File: src/rtl/tlb_pkg.sv
// ---------------------------------------------------------------------------
// tlb_pkg : shared FSM encoding and PTE field layout for the DTLB refill path
// Rev 1.0
// ---------------------------------------------------------------------------
`default_nettype none

package tlb_pkg;

   typedef enum logic [2:0] {
      ST_IDLE  = 3'd0,
      ST_REQ   = 3'd1,
      ST_WAIT  = 3'd2,
      ST_WRITE = 3'd3,
      ST_FAULT = 3'd4,
      ST_DONE  = 3'd5
   } refill_state_t;

   localparam int PTE_VALID_BIT = 15;
   localparam int PTE_PPN_MSB   = 8;
   localparam int PTE_PPN_LSB   = 0;
   localparam int PAGE_SHIFT    = 7;

endpackage : tlb_pkg

`default_nettype wire

File: src/rtl/tlb_victim_rr.sv
// ---------------------------------------------------------------------------
// tlb_victim_rr : round-robin victim pointer that skips the pinned boot lines
// Rev 1.0
// ---------------------------------------------------------------------------
`default_nettype none

module tlb_victim_rr #(
   parameter int num_tlb_lines     = 4,
   parameter int first_replaceable = 2,
   localparam int idx_w = (num_tlb_lines > 1) ? $clog2(num_tlb_lines) : 1
) (
   input  logic                     clk,
   input  logic                     reset,
   input  logic                     advance,
   output logic [num_tlb_lines-1:0] onehot,
   output logic [idx_w-1:0]         index
);

   logic [idx_w-1:0] ptr;

   always_ff @(posedge clk) begin
      if (reset) begin
         ptr <= idx_w'(first_replaceable);
      end else if (advance) begin
         // Wrap back to the first replaceable line, never into the pinned range.
         if (ptr == idx_w'(num_tlb_lines - 1))
            ptr <= idx_w'(first_replaceable);
         else
            ptr <= ptr + idx_w'(1);
      end
   end

   always_comb begin
      onehot      = '0;
      onehot[ptr] = 1'b1;
   end

   assign index = ptr;

endmodule : tlb_victim_rr

`default_nettype wire

File: src/rtl/dtlb_refill.sv
// ---------------------------------------------------------------------------
// dtlb_refill : services DTLB misses by fetching the PTE and writing a line
// Rev 1.0
// ---------------------------------------------------------------------------
`default_nettype none

module dtlb_refill
   import tlb_pkg::*;
#(
   parameter int                    addr_width        = 16,
   parameter int                    tag_bits_per_addr = 9,
   parameter int                    num_tlb_lines     = 4,
   parameter int                    first_replaceable = 2,
   parameter logic [addr_width-1:0] pt_base           = 16'h1000
) (
   input  logic                         clk,
   input  logic                         reset,
   input  logic                         miss_valid,
   input  logic [tag_bits_per_addr-1:0] miss_vpn,
   output logic                         busy,
   output logic                         mem_req,
   output logic [addr_width-1:0]        mem_addr,
   input  logic                         mem_ack,
   input  logic [15:0]                  mem_rdata,
   output logic [num_tlb_lines-1:0]     tlb_we,
   output logic [tag_bits_per_addr-1:0] tlb_wr_virtual,
   output logic [tag_bits_per_addr-1:0] tlb_wr_physical,
   output logic                         tlb_wr_valid,
   output logic                         page_fault,
   output logic [tag_bits_per_addr-1:0] fault_vpn
);

   localparam int victim_w = (num_tlb_lines > 1) ? $clog2(num_tlb_lines) : 1;

   refill_state_t state, state_nx;

   logic [tag_bits_per_addr-1:0] vpn_r;
   logic [tag_bits_per_addr-1:0] ppn_r;
   logic [addr_width-1:0]        addr_r;
   logic [tag_bits_per_addr-1:0] fault_vpn_r;
   logic                         advance;
   logic [num_tlb_lines-1:0]     victim_onehot;
   logic [victim_w-1:0]          unused_victim_idx;
   logic                         unused_pte_bits;

   assign unused_pte_bits = ^mem_rdata[14:9];

   always_ff @(posedge clk) begin
      if (reset) begin
         state       <= ST_IDLE;
         vpn_r       <= '0;
         ppn_r       <= '0;
         addr_r      <= '0;
         fault_vpn_r <= '0;
      end else begin
         state <= state_nx;
         if (state == ST_IDLE && miss_valid) begin
            vpn_r  <= miss_vpn;
            // PTEs are 2 bytes; the sum wraps modulo the memory address space.
            addr_r <= pt_base + addr_width'({miss_vpn, 1'b0});
         end
         if (state == ST_WAIT && mem_ack) begin
            ppn_r <= tag_bits_per_addr'(mem_rdata[PTE_PPN_MSB:PTE_PPN_LSB]);
            if (!mem_rdata[PTE_VALID_BIT])
               fault_vpn_r <= vpn_r;
         end
      end
   end

   always_comb begin
      state_nx     = state;
      busy         = 1'b1;
      mem_req      = 1'b0;
      tlb_wr_valid = 1'b0;
      page_fault   = 1'b0;
      advance      = 1'b0;
      case (state)
         ST_IDLE: begin
            busy = 1'b0;
            if (miss_valid)
               state_nx = ST_REQ;
         end
         ST_REQ: begin
            mem_req  = 1'b1;
            state_nx = ST_WAIT;
         end
         ST_WAIT: begin
            mem_req = 1'b1;
            if (mem_ack)
               state_nx = mem_rdata[PTE_VALID_BIT] ? ST_WRITE : ST_FAULT;
         end
         ST_WRITE: begin
            tlb_wr_valid = 1'b1;
            advance      = 1'b1;
            state_nx     = ST_DONE;
         end
         ST_FAULT: begin
            page_fault = 1'b1;
            state_nx   = ST_DONE;
         end
         ST_DONE: begin
            state_nx = ST_IDLE;
         end
         default: begin
            busy     = 1'b0;
            state_nx = ST_IDLE;
         end
      endcase
   end

   tlb_victim_rr #(
      .num_tlb_lines     (num_tlb_lines),
      .first_replaceable (first_replaceable)
   ) u_victim (
      .clk     (clk),
      .reset   (reset),
      .advance (advance),
      .onehot  (victim_onehot),
      .index   (unused_victim_idx)
   );

   assign mem_addr        = addr_r;
   assign tlb_we          = tlb_wr_valid ? victim_onehot : '0;
   assign tlb_wr_virtual  = vpn_r;
   assign tlb_wr_physical = ppn_r;
   assign fault_vpn       = fault_vpn_r;

endmodule : dtlb_refill

`default_nettype wire

File: config.mk
export PLATFORM = sky130hd
export DESIGN_NAME = dtlb_refill
export DESIGN_NICKNAME = d
export VERILOG_FILES = /design/src/rtl/tlb_pkg.sv /design/src/rtl/tlb_victim_rr.sv /design/src/rtl/dtlb_refill.sv
export SDC_FILE = /design/constraint.sdc
export NUM_CORES = 1
export LEC_CHECK = 0
export ABC_AREA = 1
export BUFFER_PORTS_ARGS = -buffer_cell sky130_fd_sc_hd__buf_2
export CORE_MARGIN = 5
export CORE_UTILIZATION = 44
export DETAILED_ROUTE_END_ITERATION = 12
export GPL_TIMING_DRIVEN = 0
export PLACE_DENSITY = 0.78
export SYNTH_ARGS = -nofsm -noshare
export SYNTH_HDL_FRONTEND = slang
export SYNTH_HIERARCHICAL = 1
export SYNTH_SLANG_ARGS = --single-unit
export TNS_END_PERCENT = 5
File: constraint.sdc
create_clock -name clk -period 1.6 [get_ports clk]
set_clock_uncertainty 0.1 [all_clocks]
set_input_delay 0.32 -clock clk [delete_from_list [all_inputs] [get_ports clk]]
set_output_delay 0.32 -clock clk [all_outputs]
set_load 0.05 [all_outputs]
==> results of run 1 <==
[power breakdown]
part / switching, mW / internal, mW
combinational: 0.731 / 0.302
sequential: 0.0662 / 0.904
clock: 0.280 / 0.373
[metal layers]
metal	part of all wire (%)	global-route usage, %	wire length (microns)
met5	0	0	0
met4	1.8	7.20	66
met3	5.7	5.42	207
met2	51	27.2	1860
met1	41	18.4	1500
[worst paths after layout]
check        cells past startpoint  slack [ns]          from           end
max                              7       -0.19      state[1]          busy
min                              2         0.1         reset   mem_addr[9]
max reg2reg                      8        0.14      state[1]  fault_vpn[8]
min reg2reg                      2        0.35  mem_addr[12]  mem_addr[12]
[through the flow]
step / power, mW / worst slack, ns
6_report: 2.66 / -0.186
3_5_place_dp: 1.94 / -0.115
3_3_place_gp: 1.92 / -0.138
5_1_grt: 2.79 / -0.265
2_1_floorplan: 1.73 / -0.147
4_1_cts: 2.66 / -0.168
[registers in the layout, summed over array words and instances (netlist names)]
| name | flops |
|---|---|
| fault_vpn | 9 |
| tlb_wr_physical | 9 |
| tlb_wr_virtual | 8 |
| state | 3 |
| mem_addr | 2 |
| u_victim/index | 2 |
[layout make-up]
class	instances	area (sq um)	share of cell area, %
plain buffers	20	143	6.86
clock buffers	7	55.1	2.65
clock inverters	1	30.0	1.44
inverters	28	109	5.23
multi-input cells	137	614	29.5
flip-flops and latches	33	667	32.1
well taps	46	57.6	2.77
repair buffers	70	404	19.4
[what timing repair did]
action | in CTS | in global routing
setup buffers | 3 | 0
gates resized for setup | 26 | 6
pin swaps | 1 | 0
endpoints found under the setup margin | 8 | 12
[placed cells by master (no fill, tap or decap), types with 2 or more instances in the layout]
master,count
sky130_fd_sc_hd__a21oi_1,12
sky130_fd_sc_hd__conb_1,6
sky130_fd_sc_hd__dfxtp_1,30
sky130_fd_sc_hd__o21ai_0,9
sky130_fd_sc_hd__nand3_1,11
sky130_fd_sc_hd__inv_1,23
sky130_fd_sc_hd__nand2_1,37
sky130_fd_sc_hd__nand2_2,2
sky130_fd_sc_hd__dfxtp_2,2
sky130_fd_sc_hd__buf_2,59
sky130_fd_sc_hd__inv_2,2
sky130_fd_sc_hd__nand4_1,2
sky130_fd_sc_hd__clkbuf_4,5
sky130_fd_sc_hd__clkbuf_1,4
sky130_fd_sc_hd__buf_6,8
sky130_fd_sc_hd__buf_4,20
sky130_fd_sc_hd__nor2_1,51
[logic make-up (layout without fill, tap and decap cells)]
logic type	Yosys count	in the layout
and+or+nand+nor	108	108
DFF	33	33
AOI/OAI and AO/OA	23	23
buffers and inverters	48	126
other	1	6
==> impl_metrics.ini, run 1 <==
[outcome]
run_status = complete, but fails checks
failed_checks = negative setup slack

[global_routing]
grt_start_max_net_pins = 11
overflow = 0
grt_pass1_wl_mm = 5.62
first_global_vias = 1319
gr_usage_total_pct = 16.1
grt_antenna_before_repair = 0

[sta]
report.final.slew_viol_count = 0
min_period_ns = 1.79
final.setup.worst_slack_ns = -0.186
period_share_pct = 112
whs_ns = 0.0957
report.final.hold_viol_count = 0
finalSetupViolations = 7
max_freq_mhz = 560
rsz0062_at_grt = yes
fin_setup_tns_ns = -0.657

[logic_synthesis]
synth_top_flop_cell = sky130_fd_sc_hd__dfxtp_1
synth_area_leader_cell = sky130_fd_sc_hd__dfxtp_1
synth.top_cell.area_share_pct = 44.6
synth_compound_gate_area_share_pct = 7.78
post_synth.cell_area_avg_sq_um = 6.95
synth_top_cells_by_area = sky130_fd_sc_hd__dfxtp_1 (45%), sky130_fd_sc_hd__nor2_1 (13%), sky130_fd_sc_hd__nand2_1 (10%), sky130_fd_sc_hd__buf_4 (8.1%), sky130_fd_sc_hd__inv_1 (6.6%)
synth_xor_xnor_area_share_pct = 0
post_synth_inst_count = 213
synthMuxAreaShare_pct = 0
synth_sequential_area_ratio_pct = 44.6
ys_seq_elements = 33
synth.cell_area_sq_um = 1480
synth_area_in_simple_gates_pct = 30.6
synth.most_common_cell = sky130_fd_sc_hd__nor2_1
yosysWarnings = 6
synth_enable_flop_cells = 0
postSynth.asyncResetShare_pct = 0
synth_cell_type_count = 16
synth_top_cells_by_count = sky130_fd_sc_hd__nor2_1 (52), sky130_fd_sc_hd__nand2_1 (40), sky130_fd_sc_hd__dfxtp_1 (33)
yosys.area_share.adder_pct = 0
combinational_family_with_the_most_area_after_synthesis = simple AND/OR/NAND/NOR gates

[drt]
detail_route.wl_per_cell_microns = 10.6
post_drt_via_cell_ratio = 4.36
detailedRoute.firstIterationViolations = 52
detail-route-antenna-nets = 0
route.detailed.drc = 0
wire_length_reported_by_the_detailed_router_mm = 3.64
via_count = 1491
drtPass1Iterations = 4

[placement]
io_buffers = 67
dp.cells = 331
hpwlAfterDp_mm = 2.64
place_area_sq_um = 1890
gp_routability_congestion = 0.880

[floorplanning]
floorplan.initialDensity_pct = 45.1
design.die.area_sq_um = 4620
fp.dieH_microns = 68
row_count = 21
io_pins = 80
die_x_microns = 68
floorplan.core_area_sq_um = 3280

[critical_path]
crit_chain = inv_4, nor2_4, nand2_4, o21ai_2, nor2_1, o21ai_1, buf_6
path_class = flip-flop to output pin
critical-path-slowest-cell = sky130_fd_sc_hd__dfxtp_2
max_stage_delay_ns = 0.37
cp_num_buf_inv = 2
timing.critical_path.to_type = output pin
required_ns = 1.18
worst_setup_path_start_kind = flip-flop
crit_arrival_ns = 1.37
critPathTopFamily = flip-flops
critical_path.max_fanout = 7

[cells_and_area]
area.growth.synth_to_final_pct = 40.5
final_layout_size_suffix_gt1_share_pct = 36.5
num-fill-cells = 320
final_cell_count_no_fill = 342
final_area_sq_um = 2080
finalNetCount = 324
n_antenna_cell = 0
postLayoutCoreUtil_pct = 63.3

[pwr]
power.ir.vdd_worst_uv = 693
p_leak_nw = 1.17
pwr_density_cell_nw_per_um2 = 1280

[clock_network]
worstSkewPairLatency_ns = 0.33
cts_sinks = 33
cts_max_level = 2
clock_pin_slew_reported_for_the_worst_setup_and_hold_paths_after_clock_tree_synthesis_ns = 0.10
clockRootBuffer = sky130_fd_sc_hd__clkbuf_4
cts_inserted_buffers = 5
cts_max_path_buffers = 2
tritoncts = built
cts-hold-fix-buffers = 0

[job]
drv_cap = 0

[worst_hold_path]
hold_path.class = primary input to flip-flop
No activity file was read; power rests on OpenSTA's default activity.
==> inputs of run 2 (changes only) <==
--- a/config.mk
+++ b/config.mk
@@ -6,6 +6,7 @@
 export NUM_CORES = 1
 export LEC_CHECK = 0
 export ABC_AREA = 1
+export ABC_CLOCK_PERIOD_IN_PS = 1900
 export BUFFER_PORTS_ARGS = -buffer_cell sky130_fd_sc_hd__buf_2
 export CORE_MARGIN = 5
 export CORE_UTILIZATION = 44
==> constraint.sdc (replaced) <==
create_clock -name clk -period 1.9 [get_ports clk]
set_clock_uncertainty 0.1 [all_clocks]
set_input_delay 0.38 -clock clk [delete_from_list [all_inputs] [get_ports clk]]
set_output_delay 0.38 -clock clk [all_outputs]
set_load 0.05 [all_outputs]
==> impl_metrics.ini, run 2 (synthesized netlist as in run 1, its figures left out) <==
[critical_path]
required_ns = 1.42
regToRegStartpoint = state[2]
timing.rr.end = tlb_wr_physical[0]
cp-startpoint = state[1]
timing.critical_path.to_type = output pin
rr_worst_depth = 5
path_class = flip-flop to output pin
rrSetupSlack_ns = 0.38
worst_setup_path_start_kind = flip-flop
crit_arrival_ns = 1.39
critical_path.max_fanout = 7

[drt]
via_count = 1467
detailedRoute.firstIterationViolations = 61
post_drt_via_cell_ratio = 4.29
route.detailed.drc = 0
wire_length_reported_by_the_detailed_router_mm = 3.50
drtPass1Iterations = 4
detail-route-antenna-nets = 0
detail_route.wl_per_cell_microns = 10.2

[pwr]
p_comb_share_pct = 38.6
net-switching-power_uw = 906
clock_power_share_pct = 24.5
pwr_density_cell_nw_per_um2 = 1080
power.ir.vdd_worst_uv = 581
p_leak_nw = 1.16
pwr-share-seq_pct = 36.9
cellInternalPower_mw = 1.32
p_sw_share_pct = 40.7
total_power_mw = 2.23

[global_routing]
grt_antenna_before_repair = 0
grt_start_max_net_pins = 11
gr_usage_total_pct = 15.7
overflow = 0
grt_pass1_wl_mm = 5.46
first_global_vias = 1277

[cells_and_area]
num-fill-cells = 325
mostFrequentLayoutCell = sky130_fd_sc_hd__buf_2
final_layout_size_suffix_gt1_share_pct = 35.5
n_antenna_cell = 0
area.growth.synth_to_final_pct = 39.2
postLayoutCoreUtil_pct = 62.7
finalNetCount = 324
sequential_cell_area_sq_um = 669
most-common-layout-cells = sky130_fd_sc_hd__buf_2 (63), sky130_fd_sc_hd__nor2_1 (51), sky130_fd_sc_hd__nand2_1 (38)
multi_input_area_sq_um = 624

[floorplanning]
floorplan.core_area_sq_um = 3280
row_count = 21
fp.dieH_microns = 68
die_x_microns = 68
design.die.area_sq_um = 4620
floorplan.initialDensity_pct = 45.1
io_pins = 80

[clock_network]
clockRootBuffer = sky130_fd_sc_hd__clkbuf_4
cts_sinks = 33
clock_pin_slew_reported_for_the_worst_setup_and_hold_paths_after_clock_tree_synthesis_ns = 0.10
cts_inserted_buffers = 5
cts_max_path_buffers = 2
cts_max_level = 2
worstSkewPairLatency_ns = 0.33
tritoncts = built

[sta]
min_period_ns = 1.87
report.final.hold_viol_count = 0
report.final.slew_viol_count = 0
max_freq_mhz = 535
finalSetupViolations = 0
period_share_pct = 98.3
rsz0062_at_grt = yes

[worst_hold_path]
worstHoldPathCells = 2
hold_path.class = primary input to flip-flop
launch_point_of_the_worst_hold_path = reset
hold_end = mem_addr[9]

[placement]
io_buffers = 67
gp_routability_congestion = 0.880
hpwlAfterDp_mm = 2.64

[job]
drv_cap = 0

[outcome]
run_status = finished, final reports clean
run 2: changes by cell type in the layout (fill, tap and decap cells not counted), moves of 2 or more:
cell / delta
sky130_fd_sc_hd__clkbuf_4: +3
sky130_fd_sc_hd__buf_6: -6
sky130_fd_sc_hd__nand2_2: -2
sky130_fd_sc_hd__buf_2: +4
run 2: worst max path at each step:
stage	to	slack, ns	cells past startpoint
6_report	busy	0.03	7
5_1_grt	busy	-0.05	7
4_1_cts	busy	0.004	7
3_5_place_dp	busy	0.13	7
3_3_place_gp	busy	0.10	7
2_1_floorplan	tlb_we[0]	0.09	4
run 2: cell type report:
class | instances | area share, %
Inverter | 28 | 5.34
Clock buffer | 7 | 2.67
Timing Repair Buffer | 70 | 18.0
Buffer | 20 | 6.92
Multi-Input combinational cell | 137 | 30.3
Clock inverter | 1 | 1.46
Tap cell | 46 | 2.79
Sequential cell | 33 | 32.5
run 2: stage by stage:
stage / hold WS (ns) / TNS [ns] / std cells / cell area (sq um) / setup slack, ns
CTS: 0.149 / 0 / 339 / 2000 / 0.00394
detailed placement: 0.339 / 0 / 331 / 1890 / 0.125
global route: 0.153 / -0.0495 / 342 / 2060 / -0.0495
floorplan: 0.349 / 0 / 218 / 1500 / 0.0935
global placement: 0.336 / 0 / 331 / 1890 / 0.102
finish: 0.156 / 0 / 342 / 2060 / 0.0326
run 2: critical path, stage by stage, from the launching register on:
cell,delay [ns]
sky130_fd_sc_hd__dfxtp_4,0.39
sky130_fd_sc_hd__inv_6,0.05
sky130_fd_sc_hd__nor2_4,0.13
sky130_fd_sc_hd__nand2_4,0.09
sky130_fd_sc_hd__o21ai_4,0.07
sky130_fd_sc_hd__nor2_1,0.05
sky130_fd_sc_hd__o21ai_1,0.10
sky130_fd_sc_hd__buf_6,0.18
run 2: power groups by stage:
| stage | combinational (mW) | clock, mW | sequential (mW) |
|---|---|---|---|
| 2_1_floorplan | 0.455 | 0 | 1.00 |
| 3_3_place_gp | 0.798 | 0 | 0.823 |
| 3_5_place_dp | 0.806 | 0 | 0.824 |
| 4_1_cts | 0.830 | 0.558 | 0.813 |
| 5_1_grt | 0.929 | 0.588 | 0.830 |
| 6_report | 0.861 | 0.547 | 0.822 |
run 2: metal layers:
layer  vias up  wire [microns]  GRT usage, %
li1        797               -             -
met1       630            1450          18.1
met2        33            1760          26.1
met3         7             229          5.58
met4         0              59          6.70
met5         -               0             0
run 2: timing repair:
| action | in CTS | in global routing |
|---|---|---|
| pin swaps | 0 | 2 |
| resized for setup | 11 | 12 |
| hold buffers | 0 | 0 |
| setup buffers | 0 | 3 |
| cloned | 0 | 0 |
| setup endpoints to repair | 6 | 6 |
